==> config.mk <==
export PLATFORM = sky130hd
export DESIGN_NAME = gsensor_spi_slave
export DESIGN_NICKNAME = d
export VERILOG_FILES = /design/src/rtl/gsensor_spi_slave.sv
export SDC_FILE = /design/constraint.sdc
export NUM_CORES = 1
export LEC_CHECK = 0
export ABC_AREA = 1
export ABC_CLOCK_PERIOD_IN_PS = 14100
export CAP_MARGIN = 30
export CORE_ASPECT_RATIO = 0.75
export CORE_MARGIN = 5
export CORE_UTILIZATION = 28
export CTS_BUF_LIST = sky130_fd_sc_hd__clkbuf_4 sky130_fd_sc_hd__clkbuf_8
export DETAILED_ROUTE_END_ITERATION = 7
export SLEW_MARGIN = 20
export SYNTH_ARGS = -nofsm -noshare
export SYNTH_HDL_FRONTEND = slang
export SYNTH_SLANG_ARGS = --single-unit
export TNS_END_PERCENT = 100
==> constraint.sdc <==
create_clock -name iCLK -period 14.1 [get_ports iCLK]
set_input_delay 2.82 -clock iCLK [delete_from_list [all_inputs] [get_ports iCLK]]
set_output_delay 2.82 -clock iCLK [all_outputs]
set_load 0.03 [all_outputs]
==> src/rtl/gsensor_spi_slave.sv <==
// SPI responder emulating an ADXL345-style register map (mode 3, 3- or 4-wire readback).
// Serves parallel axis samples through registers 0x32-0x37 and raises data-ready on INT2.
module gsensor_spi_slave #(
    parameter logic [7:0] DEVID       = 8'hE5,
    parameter logic [7:0] BW_RATE_RST = 8'h0A
) (
    input  logic        iCLK,
    input  logic        iRST,
    input  logic        iSPI_CSN,
    input  logic        iSPI_CLK,
    input  logic        iSPI_SDI,
    output logic        oSPI_SDO,
    output logic        oSPI_SDO_OE,
    output logic        oSPI_SDIO,
    output logic        oSPI_SDIO_OE,
    input  logic        iSAMPLE,
    input  logic [15:0] iX,
    input  logic [15:0] iY,
    input  logic [15:0] iZ,
    output logic        oINT2,
    output logic        oBUSY
);

    typedef enum logic [1:0] {
        ST_IDLE = 2'd0,
        ST_CMD  = 2'd1,
        ST_WR   = 2'd2,
        ST_RD   = 2'd3
    } state_t;

    localparam int CFG_REGS = 19;
    localparam logic [4:0] IDX_INT_ENABLE = 5'd17;
    localparam logic [4:0] IDX_INT_MAP    = 5'd18;

    // Index into the 0x1D..0x2F block; the block spans fewer than 32 addresses so 5-bit modular math is exact
    function automatic logic [4:0] cfg_idx(input logic [5:0] addr);
        return addr[4:0] - 5'h1D;
    endfunction

    function automatic logic in_cfg(input logic [5:0] addr);
        return (addr >= 6'h1D) && (addr <= 6'h2F);
    endfunction

    function automatic logic in_axis(input logic [5:0] addr);
        return (addr >= 6'h32) && (addr <= 6'h37);
    endfunction

    logic [1:0]  csn_sync_r, sclk_sync_r, sdi_sync_r;
    logic        csn_d_r, sclk_d_r;
    logic        csn_s, sclk_s, sdi_s;
    logic        sclk_rise_s, sclk_fall_s, csn_fall_s;

    state_t      state_r, state_nxt_s;
    logic [2:0]  bit_cnt_r;
    logic [6:0]  rx_shift_r;
    logic [7:0]  rx_byte_s;
    logic [7:0]  tx_shift_r;
    logic        cmd_mb_r;
    logic [5:0]  addr_r, addr_nxt_s, load_addr_s;
    logic        byte_done_s, load_rd_s, wr_en_s;
    logic [7:0]  rd_byte_s;

    logic [7:0]  cfg_r [0:CFG_REGS-1];
    logic [7:0]  data_format_r, fifo_ctl_r, reg_39_r;

    logic [15:0] x_r, y_r, z_r;
    logic [15:0] pend_x_r, pend_y_r, pend_z_r;
    logic        pend_r, dr_r, dr_set_s, dr_clr_s;

    logic        busy_r, sdo_r, sdo_oe_r, sdio_r, sdio_oe_r, int2_r;

    // Two-flop synchronizers plus one delay stage for edge detection
    always_ff @(posedge iCLK or posedge iRST) begin
        if (iRST) begin
            csn_sync_r  <= 2'b11;
            sclk_sync_r <= 2'b11;
            sdi_sync_r  <= 2'b00;
            csn_d_r     <= 1'b1;
            sclk_d_r    <= 1'b1;
        end else begin
            csn_sync_r  <= {csn_sync_r[0], iSPI_CSN};
            sclk_sync_r <= {sclk_sync_r[0], iSPI_CLK};
            sdi_sync_r  <= {sdi_sync_r[0], iSPI_SDI};
            csn_d_r     <= csn_sync_r[1];
            sclk_d_r    <= sclk_sync_r[1];
        end
    end

    assign csn_s       = csn_sync_r[1];
    assign sclk_s      = sclk_sync_r[1];
    assign sdi_s       = sdi_sync_r[1];
    assign sclk_rise_s = sclk_s & ~sclk_d_r;
    assign sclk_fall_s = ~sclk_s & sclk_d_r;
    assign csn_fall_s  = ~csn_s & csn_d_r;

    // Byte-level decode shared by the FSM, the register file and the data-ready logic
    always_comb begin
        rx_byte_s   = {rx_shift_r, sdi_s};
        byte_done_s = sclk_rise_s && (bit_cnt_r == 3'd7) && (state_r != ST_IDLE) && !csn_s;
        addr_nxt_s  = cmd_mb_r ? (addr_r + 6'd1) : addr_r;
        if (state_r == ST_CMD) begin
            load_addr_s = rx_byte_s[5:0];
            load_rd_s   = byte_done_s && rx_byte_s[7];
        end else begin
            load_addr_s = addr_nxt_s;
            load_rd_s   = byte_done_s && (state_r == ST_RD);
        end
        wr_en_s  = byte_done_s && (state_r == ST_WR);
        dr_clr_s = byte_done_s && (state_r == ST_RD) && in_axis(addr_r);
    end

    // Next-state logic; a deasserted chip select always returns to idle
    always_comb begin
        state_nxt_s = state_r;
        case (state_r)
            ST_IDLE: begin
                if (csn_fall_s) state_nxt_s = ST_CMD;
                else            state_nxt_s = ST_IDLE;
            end
            ST_CMD: begin
                if (csn_s)            state_nxt_s = ST_IDLE;
                else if (byte_done_s) state_nxt_s = rx_byte_s[7] ? ST_RD : ST_WR;
                else                  state_nxt_s = ST_CMD;
            end
            ST_WR, ST_RD: begin
                if (csn_s) state_nxt_s = ST_IDLE;
                else       state_nxt_s = state_r;
            end
            default: state_nxt_s = ST_IDLE;
        endcase
    end

    // FSM state register
    always_ff @(posedge iCLK or posedge iRST) begin
        if (iRST) state_r <= ST_IDLE;
        else      state_r <= state_nxt_s;
    end

    // Bit counter, shift registers and address pointer
    always_ff @(posedge iCLK or posedge iRST) begin
        if (iRST) begin
            bit_cnt_r  <= 3'd0;
            rx_shift_r <= 7'd0;
            tx_shift_r <= 8'd0;
            cmd_mb_r   <= 1'b0;
            addr_r     <= 6'd0;
        end else if (csn_s || (state_r == ST_IDLE)) begin
            bit_cnt_r  <= 3'd0;
            rx_shift_r <= 7'd0;
            tx_shift_r <= 8'd0;
        end else if (sclk_rise_s) begin
            bit_cnt_r  <= bit_cnt_r + 3'd1;
            rx_shift_r <= rx_byte_s[6:0];
            if (byte_done_s) begin
                if (state_r == ST_CMD) begin
                    cmd_mb_r <= rx_byte_s[6];
                    addr_r   <= rx_byte_s[5:0];
                end else begin
                    addr_r   <= addr_nxt_s;
                end
            end
            if (load_rd_s) tx_shift_r <= rd_byte_s;
        end else if (sclk_fall_s && (state_r == ST_RD)) begin
            tx_shift_r <= {tx_shift_r[6:0], 1'b0};
        end
    end

    // Read mux for the byte about to be loaded into the transmit shifter
    always_comb begin
        rd_byte_s = 8'h00;
        case (load_addr_s)
            6'h00:   rd_byte_s = DEVID;
            6'h30:   rd_byte_s = {dr_r, 7'b000_0000};
            6'h31:   rd_byte_s = data_format_r;
            6'h32:   rd_byte_s = x_r[7:0];
            6'h33:   rd_byte_s = x_r[15:8];
            6'h34:   rd_byte_s = y_r[7:0];
            6'h35:   rd_byte_s = y_r[15:8];
            6'h36:   rd_byte_s = z_r[7:0];
            6'h37:   rd_byte_s = z_r[15:8];
            6'h38:   rd_byte_s = fifo_ctl_r;
            6'h39:   rd_byte_s = reg_39_r;
            default: begin
                if (in_cfg(load_addr_s)) rd_byte_s = cfg_r[cfg_idx(load_addr_s)];
                else                     rd_byte_s = 8'h00;
            end
        endcase
    end

    // Writable register file; commits only on a complete data byte
    always_ff @(posedge iCLK or posedge iRST) begin
        if (iRST) begin
            for (int i = 0; i < CFG_REGS; i++) begin
                cfg_r[i] <= (i == 15) ? BW_RATE_RST : 8'h00;
            end
            data_format_r <= 8'h00;
            fifo_ctl_r    <= 8'h00;
            reg_39_r      <= 8'h00;
        end else if (wr_en_s) begin
            case (addr_r)
                6'h31:   data_format_r <= rx_byte_s;
                6'h38:   fifo_ctl_r    <= rx_byte_s;
                6'h39:   reg_39_r      <= rx_byte_s;
                default: begin
                    if (in_cfg(addr_r)) cfg_r[cfg_idx(addr_r)] <= rx_byte_s;
                end
            endcase
        end
    end

    assign dr_set_s = ~busy_r & (iSAMPLE | pend_r);

    // Axis snapshot: samples arriving mid-transaction are parked until chip select releases
    always_ff @(posedge iCLK or posedge iRST) begin
        if (iRST) begin
            x_r      <= 16'h0000;
            y_r      <= 16'h0000;
            z_r      <= 16'h0000;
            pend_x_r <= 16'h0000;
            pend_y_r <= 16'h0000;
            pend_z_r <= 16'h0000;
            pend_r   <= 1'b0;
            dr_r     <= 1'b0;
        end else begin
            if (iSAMPLE && busy_r) begin
                pend_r   <= 1'b1;
                pend_x_r <= iX;
                pend_y_r <= iY;
                pend_z_r <= iZ;
            end else if (iSAMPLE) begin
                pend_r <= 1'b0;
                x_r    <= iX;
                y_r    <= iY;
                z_r    <= iZ;
            end else if (pend_r && !busy_r) begin
                pend_r <= 1'b0;
                x_r    <= pend_x_r;
                y_r    <= pend_y_r;
                z_r    <= pend_z_r;
            end
            if (dr_set_s)      dr_r <= 1'b1;
            else if (dr_clr_s) dr_r <= 1'b0;
        end
    end

    // Registered pin outputs
    always_ff @(posedge iCLK or posedge iRST) begin
        if (iRST) begin
            busy_r    <= 1'b0;
            sdo_oe_r  <= 1'b0;
            sdio_oe_r <= 1'b0;
            int2_r    <= 1'b0;
            sdo_r     <= 1'b0;
            sdio_r    <= 1'b0;
        end else begin
            busy_r    <= ~csn_s;
            sdo_oe_r  <= (state_r == ST_RD) & ~data_format_r[6];
            sdio_oe_r <= (state_r == ST_RD) & data_format_r[6];
            int2_r    <= dr_r & cfg_r[IDX_INT_ENABLE][7] & cfg_r[IDX_INT_MAP][7];
            if (csn_s || (state_r != ST_RD)) begin
                sdo_r  <= 1'b0;
                sdio_r <= 1'b0;
            end else if (sclk_fall_s) begin
                sdo_r  <= tx_shift_r[7] & ~data_format_r[6];
                sdio_r <= tx_shift_r[7] & data_format_r[6];
            end
        end
    end

    assign oBUSY        = busy_r;
    assign oSPI_SDO     = sdo_r;
    assign oSPI_SDO_OE  = sdo_oe_r;
    assign oSPI_SDIO    = sdio_r;
    assign oSPI_SDIO_OE = sdio_oe_r;
    assign oINT2        = int2_r;

endmodule

==> metrics.txt <==
worst reg2reg startpoint=sdi_sync_r[1]$_DFF_PP0_; crit-path max cell delay=740 ps; Initial Utilization=about 28%; worst slack, placed=8979 ps; Die Wd=278.1 um; CTS tree=yes; Psw=584.7 uW; number of global-route vias before repair=12370; syn nets=1884; Post-CTS Setup Repair Bufs=0; count of cell types in the netlist=39; initial antenna violation count=0; setup TNS=0 ps; CP delay by family, top=buffers and inverters; GPL Wtd Cong=0.8659; io pins=60; Longest Clk Path Bufs=3; core area=53160 um2; final setup fails=0; floorplan row count=73; number of buffers inserted by hold repair at cts=0; slowest CP cell=clkdlybuf4s50_1; PortBufs=59; hold endpoint=csn_sync_r[1]$_DFF_PP1_; worst-margin pin slew=980.2 ps; Yosys warning total=0; worst hold start=csn_sync_r[0]$_DFF_PP1_; Clock power frac=between 40 and 50%; Worst Path Arrival=1850 ps; Antenna Cells=0; Cell Chain, Critical Path=clkdlybuf4s50_1; GRT overflow=0; first-pass GRT wire length=71.02 mm; routing usage on met1=22.98%; top-area cell type share of the netlist area=50.90%; Seq/Total Area, Yosys=52.30%; RSZ-0062 raised after global routing=false; most common cell after layout, fill and taps aside=nand2_1; P_leak=7.562 nW; register clock-pin slew on the reported worst setup and hold paths=60 ps; dpl cells=2496; Syn Area/Cell=8.306 um2; die footprint=58690 um2; reg2reg setup slack=~9500 ps; switching share of power=27.67%; grt peak-use layer=met1; Combinational Power Share=12.6%; drt first pass iters=5; Total Nets Final=1905; Hold Path Cell Cnt=0; maxcap violations=0; worst skew pair latency=between 600 and 700 ps; total CTS buffers=52; Root Buffer=clkbuf_8; leading area contributor after synthesis=dfrtp_1; hpwl dp=approximately 29 mm; Cell Pwr Density=121.3 nW/um2; most frequent cells in the layout=nand2_1, dfrtp_1, nand3_1; Residual DRC=0; cells after synthesis=1817; Int Pwr=1.529 mW; Final min period=4673 ps; post-cts sizing count=0; Synth Cell Area=approximately 15000 um2; Final period util=around 33%; Buf+Inv Stages, Crit Path=1; Final Skew=61.16 ps; crit end category=output port; vias per cell=roughly 4.9; number of cells on the critical path=1; R2R Path End=tx_shift_r[7]$_DFFE_PP0P_; max_slew headroom=34.65%; synth top area cells=dfrtp_1, nand2_1, nand3_1, o21ai_0, mux2_2; Hold Worst Slack=357.7 ps; Required @ worst endpoint=11280 ps; #FFs+latches synth=about 320; fmax=214.0 MHz; layout cells sized above 1=a little under an eighth; grt met3 use=approximately 3.6%; post-detailed-route count of antenna-violating nets=0; outcome=complete, no violations; Layout area overhead=15.47%; worst setup path class=reg -> out; peak supply drop=roughly 0.055 mV; drt wl/cell=17.12 um; WL final=roughly 44 mm; met2 Use GR=21.03%; pin count of the biggest net entering global routing=about 180; Slew Viols, Final=0; Starting DRT DRC Count=between 1000 and 1500; Seq pwr share=46.5%; Final Hold Fails=0; R2R cell count=16; H-tree lvl count=2; Filler cells=5539; Final Non-Filler Cells=2587; critical path startpoint category=register; Final WS setup=around 9400 ps; DIE HEIGHT=roughly 210 um; Clock Sinks=315; CP Max Fanout=5; total track usage=approximately 15%; Hold Crit Class=reg -> reg; Via Count=12710
==> cells by family (layout without fill, tap and decap cells) <==
family / after synthesis / count (layout) / share of synthesized area (%)
AO/OA/AOI/OAI: 274 / 274 / 9.816
XOR/XNOR: 5 / 5 / 0.4394
adder cells (fa/ha/maj): 13 / 13 / 1.078
buffers and inverters: 178 / 236 / 4.999
flip-flops: 315 / 315 / 52.30
multiplexers: 48 / 48 / 3.582
AND/OR/NAND/NOR: 984 / 984 / 27.79
==> layout make-up <==
class	instances	area (um2)	share of cell area, %
Clock buffer	85	1039	5.959
Sequential cell	315	7893	45.29
Clock inverter	6	80.08	0.4595
Tap cell	712	890.9	5.112
Multi-Input combinational cell	1324	6481	37.19
Inverter	72	280.3	1.608
Timing Repair Buffer	73	763.2	4.380
==> power by group through the flow <==
stage	Clock [mW]	Combinational (mW)	Sequential, mW
CTS	0.888	0.268	0.983
detailed placement	0	0.267	0.998
floorplan	0	0.182	0.987
global route	0.929	0.296	0.988
global placement	0	0.262	0.996
finish	0.864	0.266	0.984
==> Yosys cell counts <==
master / number
nand2_2: 5
inv_4: 1
a31oi_1: 49
o21ai_2: 6
o211ai_1: 2
inv_2: 5
o221ai_1: 1
buf_2: 33
nor2_4: 1
buf_12: 1
inv_1: 66
clkbuf_1: 62
nand4_1: 6
nand3_2: 3
nand3_4: 9
nor2_2: 9
buf_1: 5
dfrtp_1: 307
nand3_1: 217
nor3_1: 2
nor4_1: 1
o21ai_1: 76
a21oi_1: 19
nand2_1: 599
xnor2_1: 1
xnor2_2: 1
buf_6: 2
mux2_2: 48
xor2_2: 2
nor2_1: 127
a22o_1: 2
dfstp_2: 8
o22ai_1: 8
xor2_1: 1
nor3_2: 3
o21ai_0: 111
and3_1: 2
ha_1: 13
buf_4: 3
==> routing by layer <==
metal  vias to the layer above  wire length [um]
met1                      6234             22210
met3                        54              3218
met2                       382             18270
li1                       6042                 -
met4                         0               595
met5                         -                 0
==> stage by stage <==
step / cell area, um2 / util (%) / power (mW)
3_3_place_gp: 16210 / 30.49 / 1.259
4_1_cts: 17430 / 32.78 / 2.139
3_5_place_dp: 16310 / 30.68 / 1.265
6_report: 17430 / 32.78 / 2.113
2_1_floorplan: 15090 / - / 1.169
5_1_grt: 17430 / 32.78 / 2.213
==> worst max-delay path by stage <==
stage | start | endpoint | slack (ps)
4_1_cts | oBUSY$_DFF_PP0_ | oBUSY | 9360
6_report | oBUSY$_DFF_PP0_ | oBUSY | 9430
2_1_floorplan | iRST | addr_r[0]$_DFFE_PP0P_ | 2580
5_1_grt | sdi_sync_r[1]$_DFF_PP0_ | tx_shift_r[6]$_DFFE_PP0P_ | 9090
3_5_place_dp | iRST | cfg_r[48]$_DFFE_PP0P_ | 8980
3_3_place_gp | iRST | cfg_r[40]$_DFFE_PP0P_ | 9020
==> sequential cells by signal, indices dropped and copies added, names as in the netlist, 3 cells and up <==
name,count
data_format_r,8
bit_cnt_r,3
rx_shift_r,7
cfg_r,152
tx_shift_r,8
z_r,16
reg_39_r,8
pend_y_r,16
pend_x_r,16
addr_r,6
x_r,16
y_r,16
fifo_ctl_r,8
pend_z_r,16
(Power assumes the default switching activity.)
